==> src/rtl/game_state_ctrl.sv <==
// Round-level game sequencer: idle, ready, play, dying, over.
// Owns lives, score and the freeze/sprite-reset controls.
module game_state_ctrl #(
    parameter int unsigned LIVES         = 3,
    parameter int unsigned READY_FRAMES  = 120,
    parameter int unsigned DEATH_FRAMES  = 90,
    parameter int unsigned PELLET_POINTS = 10
) (
    input  logic        clk,
    input  logic        rst,
    input  logic        frame_tick,
    input  logic        start_btn,
    input  logic        pacman_is_dead,
    input  logic        pellet_eaten,
    output logic        sprite_rst,
    output logic        freeze,
    output logic        game_over,
    output logic [2:0]  lives_left,
    output logic [15:0] score,
    output logic [2:0]  state_out
);

    typedef enum logic [2:0] {
        S_IDLE  = 3'd0,
        S_READY = 3'd1,
        S_PLAY  = 3'd2,
        S_DYING = 3'd3,
        S_OVER  = 3'd4
    } state_e;

    localparam logic [6:0]  READY_LAST = 7'(READY_FRAMES - 1);
    localparam logic [6:0]  DEATH_LAST = 7'(DEATH_FRAMES - 1);
    localparam logic [2:0]  LIVES_INIT = 3'(LIVES);
    localparam logic [16:0] PTS        = 17'(PELLET_POINTS);

    state_e      state_q, state_d;
    logic [6:0]  frm_q, frm_d;
    logic [2:0]  lives_q, lives_d;
    logic [15:0] score_q, score_d;
    logic        start_q;
    logic        sprite_q, sprite_d;
    logic        freeze_q, freeze_d;
    logic        over_q, over_d;

    logic        start_edge;
    logic        expire;
    logic [6:0]  frm_last;
    logic [16:0] sum;

    assign start_edge = start_btn & ~start_q;
    assign frm_last   = (state_q == S_DYING) ? DEATH_LAST : READY_LAST;
    assign expire     = frame_tick & (frm_q == frm_last);
    assign sum        = {1'b0, score_q} + PTS;

    // Next state, counters and the registered output controls.
    always_comb begin
        state_d = state_q;
        lives_d = lives_q;
        score_d = score_q;
        unique case (state_q)
            S_IDLE, S_OVER: begin
                if (start_edge) begin
                    lives_d = LIVES_INIT;
                    score_d = '0;
                    state_d = S_READY;
                end
            end
            S_READY: begin
                if (expire) state_d = S_PLAY;
            end
            S_PLAY: begin
                if (pellet_eaten)
                    score_d = sum[16] ? 16'hFFFF : sum[15:0];
                if (pacman_is_dead) state_d = S_DYING;
            end
            S_DYING: begin
                if (expire) begin
                    lives_d = lives_q - 3'd1;
                    state_d = (lives_q == 3'd1) ? S_OVER : S_READY;
                end
            end
            default: state_d = S_IDLE;
        endcase

        frm_d = frm_q;
        if (state_d != state_q)
            frm_d = '0;
        else if (frame_tick &&
                 (state_q == S_READY || state_q == S_DYING))
            frm_d = frm_q + 7'd1;

        sprite_d = (state_d == S_IDLE) || (state_d == S_READY);
        freeze_d = (state_d != S_PLAY);
        over_d   = (state_d == S_OVER);
    end

    // State, counters and output registers.
    always_ff @(posedge clk or negedge rst) begin
        if (!rst) begin
            state_q  <= S_IDLE;
            frm_q    <= '0;
            lives_q  <= LIVES_INIT;
            score_q  <= '0;
            start_q  <= 1'b1;
            sprite_q <= 1'b1;
            freeze_q <= 1'b1;
            over_q   <= 1'b0;
        end else begin
            state_q  <= state_d;
            frm_q    <= frm_d;
            lives_q  <= lives_d;
            score_q  <= score_d;
            start_q  <= start_btn;
            sprite_q <= sprite_d;
            freeze_q <= freeze_d;
            over_q   <= over_d;
        end
    end

    assign sprite_rst = sprite_q;
    assign freeze     = freeze_q;
    assign game_over  = over_q;
    assign lives_left = lives_q;
    assign score      = score_q;
    assign state_out  = state_q;

endmodule

==> config.mk <==
export PLATFORM = sky130hd
export DESIGN_NAME = game_state_ctrl
export DESIGN_NICKNAME = d
export VERILOG_FILES = /design/src/rtl/game_state_ctrl.sv
export SDC_FILE = /design/constraint.sdc
export NUM_CORES = 1
export LEC_CHECK = 0
export ABC_AREA = 1
export CAP_MARGIN = 20
export CORE_MARGIN = 4
export CORE_UTILIZATION = 40
export DETAILED_ROUTE_END_ITERATION = 8
export PLACE_DENSITY = 0.61
export SLEW_MARGIN = 40
export SYNTH_ARGS = -nofsm -noshare
export SYNTH_HDL_FRONTEND = slang
export SYNTH_SLANG_ARGS = --single-unit
==> constraint.sdc <==
create_clock -name clk -period 1.92 [get_ports clk]
set_clock_uncertainty 0.15 [all_clocks]
set_input_delay 0.192 -clock clk [delete_from_list [all_inputs] [get_ports clk]]
set_output_delay 0.192 -clock clk [all_outputs]
set_load 0.005 [all_outputs]
==> impl_metrics.yaml, run 1 <==
worst_setup_path:
  path_cells: "ha_2 > nor2_1 > nor2_2 > nand3_2 > nor2_4 > nand2_2 > nor2_1 > xor2_1 > nand2_1 > nand2_1 > nand2_1"
  path_common_cell: "nand2_1"
  cp_slowest_cell: "dfrtp_1"
  start_kind: "flip-flop"
  cp_max_fo: 3
  max_stage_delay_ps: 370
  r2r_cells: 11
  crit_type: "reg -> reg"
  required_ps: 1940
  endpoint_kind: "flip-flop"
  arrival_ps: 1840
power_and_ir_drop:
  internal_power_mw: 1.45
  powerDensity_nw_per_um2: 875
  p_leak_nw: 1.20
  p_clk_share_pct: 22.2
  pwr-share-seq_pct: 39.6
  switching_share_pct: 35.9
  p_comb_share_pct: 38.2
  switchingPower_mw: 0.810
  ir_drop_mv: 0.547
timing:
  period_needed_ps: 1820
  rsz0062_at_grt: "yes"
  setup_violations: 0
  finalCritPeriodShare_pct: 94.9
  setup_ws_ps: 98.0
  slew_headroom_pct: 71.4
  worst_pin_slew_ps: 429
  fmax_mhz: 549
  fin_tns_setup_ps: 0
  report.final.hold_viol_count: 0
  slew_violations: 0
global_route:
  grt_pass1_wl_mm: 8.03
  grt.overflow.total: 0
  antenna_found_initial: 0
  first_global_vias: 1722
  grt_use_total_pct: 16.4
  grt_max_degree: 34
synthesis:
  synth_area_leaders: "dfrtp_1, nand2_1, inv_1, dfstp_2, o21ai_0"
  avgSynthCellArea_um2: 7.49
  yosys.area.top_type: "dfrtp_1"
  ys_seq_area_share_pct: 42.9
  synth_top_area_share_pct: 36.1
  synth_warnings: 0
  synth-edff-count: 0
  ys_ff_latch: 33
  syn_inst: 259
  synth_cell_types: 29
  ys.flop_type: "dfrtp_1"
  yosysMostFrequentCell: "nand2_1"
  synthTopCellsByCount: "nand2_1, inv_1, dfrtp_1"
  synthArstFlopShare_pct: 100
  synth_nets: 269
  synth_area_um2: 1940
routing:
  drc_errors: 0
  ant_nets: 0
  dr.pass1.iters: 4
  dr.first_iter.drc_count: 88
  vias: 1805
  via_per_inst: 4.71
  wl_mm: 4.67
  drt-wirelength-per-cell_um: 12.2
clock_network:
  numClockSinks: 33
  cts_tree: "yes"
  cts_buffers: 5
  clock_path_buffers: 2
  clkTransAtPathRegs_ps: 70
  clk_latency_ps: 280
  root_buffer: "clkbuf_8"
  htreeDepth: 2
layout:
  diodes: 0
  syn2layout_area_growth_pct: 33.1
  stdcell_area_um2: 2580
  nets: 325
  filler_cell_count: 463
  drive_gt1_share_pct: 16.8
floorplanning:
  start_util_pct: 41.1
  coreArea_um2: 4720
  dieArea_um2: 6030
  rows: 25
  ioPinCount: 31
  die_y_um: 77.6
  die_w_um: 77.6
placed_design:
  numPortBuffers: 30
  place_congestion: 0.845
  pre_cts_ws_ps: 53.9
  dpl.hpwl_mm: 3.34
  dpl_cell_area_um2: 2420
worst_hold_path:
  min_path_type: "in -> async"
outcome:
  status: "finished, final reports clean"
flow_run:
  max-cap-violations: 0
-- final timing paths --
| path | start | to | slack [ps] |
|---|---|---|---|
| min in group clk | start_btn | start_q$_DFF_PN1_ | 200 |
| worst min register to register | score[0]$_DFFE_PN0P_ | score[0]$_DFFE_PN0P_ | 340 |
| max in group asynchronous | rst | start_q$_DFF_PN1_ | 1120 |
| worst max-delay path | score[1]$_DFFE_PN0P_ | score[13]$_DFFE_PN0P_ | 100 |
| worst min-delay path | rst | score[6]$_DFFE_PN0P_ | 160 |
| worst max register to register | score[1]$_DFFE_PN0P_ | score[13]$_DFFE_PN0P_ | 100 |
-- placed cells by master (no fill, tap or decap), drive strengths merged, types with 2 or more instances in the layout --
cell,n
a21oi,4
o22ai,2
dfstp,5
dfrtp,28
o21ai,24
inv,38
nand3,20
clkbuf,8
nand2,73
nor2,29
ha,4
nand4,8
buf,22
a22oi,2
clkdlybuf4s50,30
xnor2,3
nor3,3
nor4,2
xor2,9
-- state kept, by name (all words and copies together) (netlist names) --
signal / count
freeze: 1
frm_q: 7
game_over: 1
lives_left: 3
score: 16
sprite_rst: 1
start_q: 1
state_out: 3
-- cells by family (layout without fill, tap and decap cells) --
family	after synthesis	in the layout	share of synthesized area [%]
DFF	33	33	42.9
xor gates and xnor gates	12	12	5.42
AOI/OAI and AO/OA	33	33	9.55
buffers and inverters	41	98	8.26
adders and majority gates	4	4	2.58
and+or+nand+nor	136	136	31.3
-- routing by layer --
metal,up-vias,share of wire (%),global-route usage (%)
met3,2,3.6,3.83
met2,32,44,24.2
met5,-,0,0
li1,943,-,-
met1,828,51,24.1
met4,0,0.75,4.27
-- through the flow --
stage	util, %	total power [mW]	hold WS, ps	std cells
floorplan	-	1.36	-254	259
global placement	51.2	1.73	317	368
detailed placement	51.2	1.73	329	368
CTS	52.9	2.24	173	376
global route	54.6	2.43	204	383
finish	54.6	2.26	162	383
-- final cells by class --
cell class                 instances  area, um2  area share (%)
clock buffer                       8       80.1            3.10
inverter                          38        143            5.53
multi-input combinational        185        975            37.8
sequential                        33        835            32.3
tap                               67       83.8            3.25
timing repair buffer              52        465            18.0
-- timing repair --
item / in CTS / in global routing
buffers inserted: 0 / 7
hold buffers: 0 / 0
setup endpoints to repair: 0 / 11
resized for setup: 0 / 10
-- power by group through the flow --
stage               clock (mW)  combinational (mW)  sequential, mW
CTS                      0.514               0.837           0.890
floorplan                    0               0.467           0.891
global placement             0               0.833           0.900
detailed placement           0               0.831           0.901
finish                   0.501               0.864           0.893
global route             0.548               0.973           0.908
-- critical path: cells and delay by family (launching register included) --
family,cells,cell delay (ps)
and+or+nand+nor,9,830
DFF,1,370
adders and majority gates,1,200
xor gates and xnor gates,1,150
(Power assumes the default switching activity.)
==> run 2, diff against run 1 <==
- CORE_MARGIN: 4 -> 3
- clock period: 1.92 -> 1.86 ns (I/O delays scaled with it)
==> run 2 against run 1 <==
Effect of this change:
- die area fell by 5.1%
- critical path depth is 2 lower
- wire length shrank 1.9%
- maximum frequency grew 2.8%
- hold slack worse by 13 ps
- combinational power is 9.4% higher
- largest cell class unchanged
- via count grew 2.3%
- register-to-register slack hardly changed
- sequential power rose by 2.6%
- utilization grew 4.4 points
- clock power up 21%
- non-clock buffer count is 8 higher
==> impl_metrics.yaml, run 2 (synthesis results as in run 1) <==
routing:
  drc_errors: 0
  dr.first_iter.drc_count: 97
  via_per_inst: 4.91
  drt-wirelength-per-cell_um: 12.2
  vias: 1846
  dr.pass1.iters: 4
  ant_nets: 0
  wl_mm: 4.58
layout:
  syn2layout_area_growth_pct: 37.1
  drive_gt1_share_pct: 20.7
  largest_reg_flops: 16
  diodes: 0
  nets: 333
  final_core_util_pct: 59.0
  final_cell_mix: "nand2_1, inv_1, clkdlybuf4s50_1, buf_4, dfrtp_1"
  fin_cells: 376
  final_common_cell: "nand2_1"
power_and_ir_drop:
  powerDensity_nw_per_um2: 928
  switchingPower_mw: 0.870
  p_comb_share_pct: 38.3
  pwr-share-seq_pct: 37.1
  internal_power_mw: 1.60
  switching_share_pct: 35.3
  p_clk_share_pct: 24.6
  ir_drop_mv: 0.525
  p_leak_nw: 1.26
floorplanning:
  die_w_um: 75.6
  start_util_pct: 43.1
  ioPinCount: 31
  rows: 24
  dieArea_um2: 5720
  coreArea_um2: 4500
  die_y_um: 75.6
placed_design:
  dpl.hpwl_mm: 3.37
  place_congestion: 0.913
  numPortBuffers: 30
  numPlacedInstances: 364
worst_setup_path:
  endpoint_kind: "flip-flop"
  cp_slowest_cell: "dfrtp_1"
  path_cells: "buf_4 > buf_4 > inv_1 > o21ai_0 > buf_4 > nand4_1 > inv_1 > o21ai_0 > o21ai_0"
  crit_family: "buffers and inverters"
  cp_num_buf_inv: 5
  crit_type: "reg -> reg"
  max_stage_delay_ps: 380
  arrival_ps: 1780
  start_kind: "flip-flop"
  cp_max_fo: 5
  required_ps: 1870
global_route:
  grt.overflow.total: 0
  grt_use_total_pct: 17.6
  antenna_found_initial: 0
  grt_max_degree: 34
  grt_pass1_wl_mm: 7.71
  first_global_vias: 1680
outcome:
  status: "finished, final reports clean"
clock_network:
  clock_path_buffers: 2
  hold_buffers: 0
  clkTransAtPathRegs_ps: 70
  cts_buffers: 5
  cts_tree: "yes"
  htreeDepth: 2
  clk_latency_ps: 290
  numClockSinks: 33
  root_buffer: "clkbuf_8"
timing:
  setup_violations: 0
  report.final.hold_viol_count: 0
  slew_violations: 0
  finalCritPeriodShare_pct: 95.3
  rsz0062_at_grt: "yes"
  period_needed_ps: 1770
  fmax_mhz: 564
  slew_headroom_pct: 71.4
  worst_pin_slew_ps: 429
flow_run:
  max-cap-violations: 0
worst_hold_path:
  min_path_type: "in -> async"
-- run 2: cell types whose count changed in the layout (fill, tap and decap cells not counted), moves of 2 or more --
cell      change
nand2_2       -2
nand3_2       -2
buf_4         +8
nor2_1        -3
nand2_4       +2
clkbuf_8      +2
clkbuf_1      -3
nor2_2        +4
-- run 2: layer usage --
layer  global-route usage (%)  vias to the layer above  part of all wire [%]
met3                     4.62                        9                   4.6
li1                         -                      960                     -
met5                        0                        -                     0
met1                     24.9                      839                    51
met4                     5.63                        0                   2.1
met2                     26.1                       38                    43
-- run 2: power by group through the flow --
| stage | combinational (mW) | clock [mW] | sequential, mW |
|---|---|---|---|
| after detailed placement | 0.893 | 0 | 0.925 |
| after global routing | 1.08 | 0.645 | 0.934 |
| after floorplan | 0.482 | 0 | 0.919 |
| final | 0.945 | 0.607 | 0.916 |
| after CTS | 0.900 | 0.621 | 0.913 |
| after global placement | 0.896 | 0 | 0.926 |
-- run 2: path summary, 6_finish.rpt --
path	from	endpoint	slack [ps]	cells after the start
worst max-delay path	score[1]$_DFFE_PN0P_	score[3]$_DFFE_PN0P_	90	9
worst min-delay path	rst	frm_q[1]$_DFFE_PN0P_	150	2
worst max register to register	score[1]$_DFFE_PN0P_	score[3]$_DFFE_PN0P_	90	9
worst min register to register	score[0]$_DFFE_PN0P_	score[0]$_DFFE_PN0P_	340	2
max in group asynchronous	rst	start_q$_DFF_PN1_	1070	2
min in group clk	start_btn	start_q$_DFF_PN1_	180	1
-- run 2: worst reg2reg max path: cells and delay by family (launching register included) --
kind                   cells  cell delay [ps]
buffers and inverters      5              590
DFF                        1              380
AOI/OAI and AO/OA          3              370
and+or+nand+nor            1              140
-- run 2: area by class of cell --
cell class | count | area, um2
Clock buffer | 7 | 96.3
Clock inverter | 1 | 5.00
Fill cell | 444 | 1850
Inverter | 38 | 143
Multi-Input combinational cell | 185 | 990
Sequential cell | 33 | 835
Tap cell | 52 | 65.1
Timing Repair Buffer | 60 | 526
-- run 2: timing repair --
item,CTS,global route
setup buffers,0,4
gates resized for setup,0,15
setup endpoints to repair,0,17
-- run 2: per-stage QoR --
stage,setup TNS (ps),total power [mW],hold slack (ps),setup slack (ps),instance area [um2]
finish,0,2.47,149,88.3,2660
global route,-137,2.65,197,-48.8,2660
CTS,0,2.43,168,5.79,2580
detailed placement,-76.4,1.82,328,-19.2,2480
global placement,0,1.82,325,12.8,2480
floorplan,0,1.40,-260,107,1940
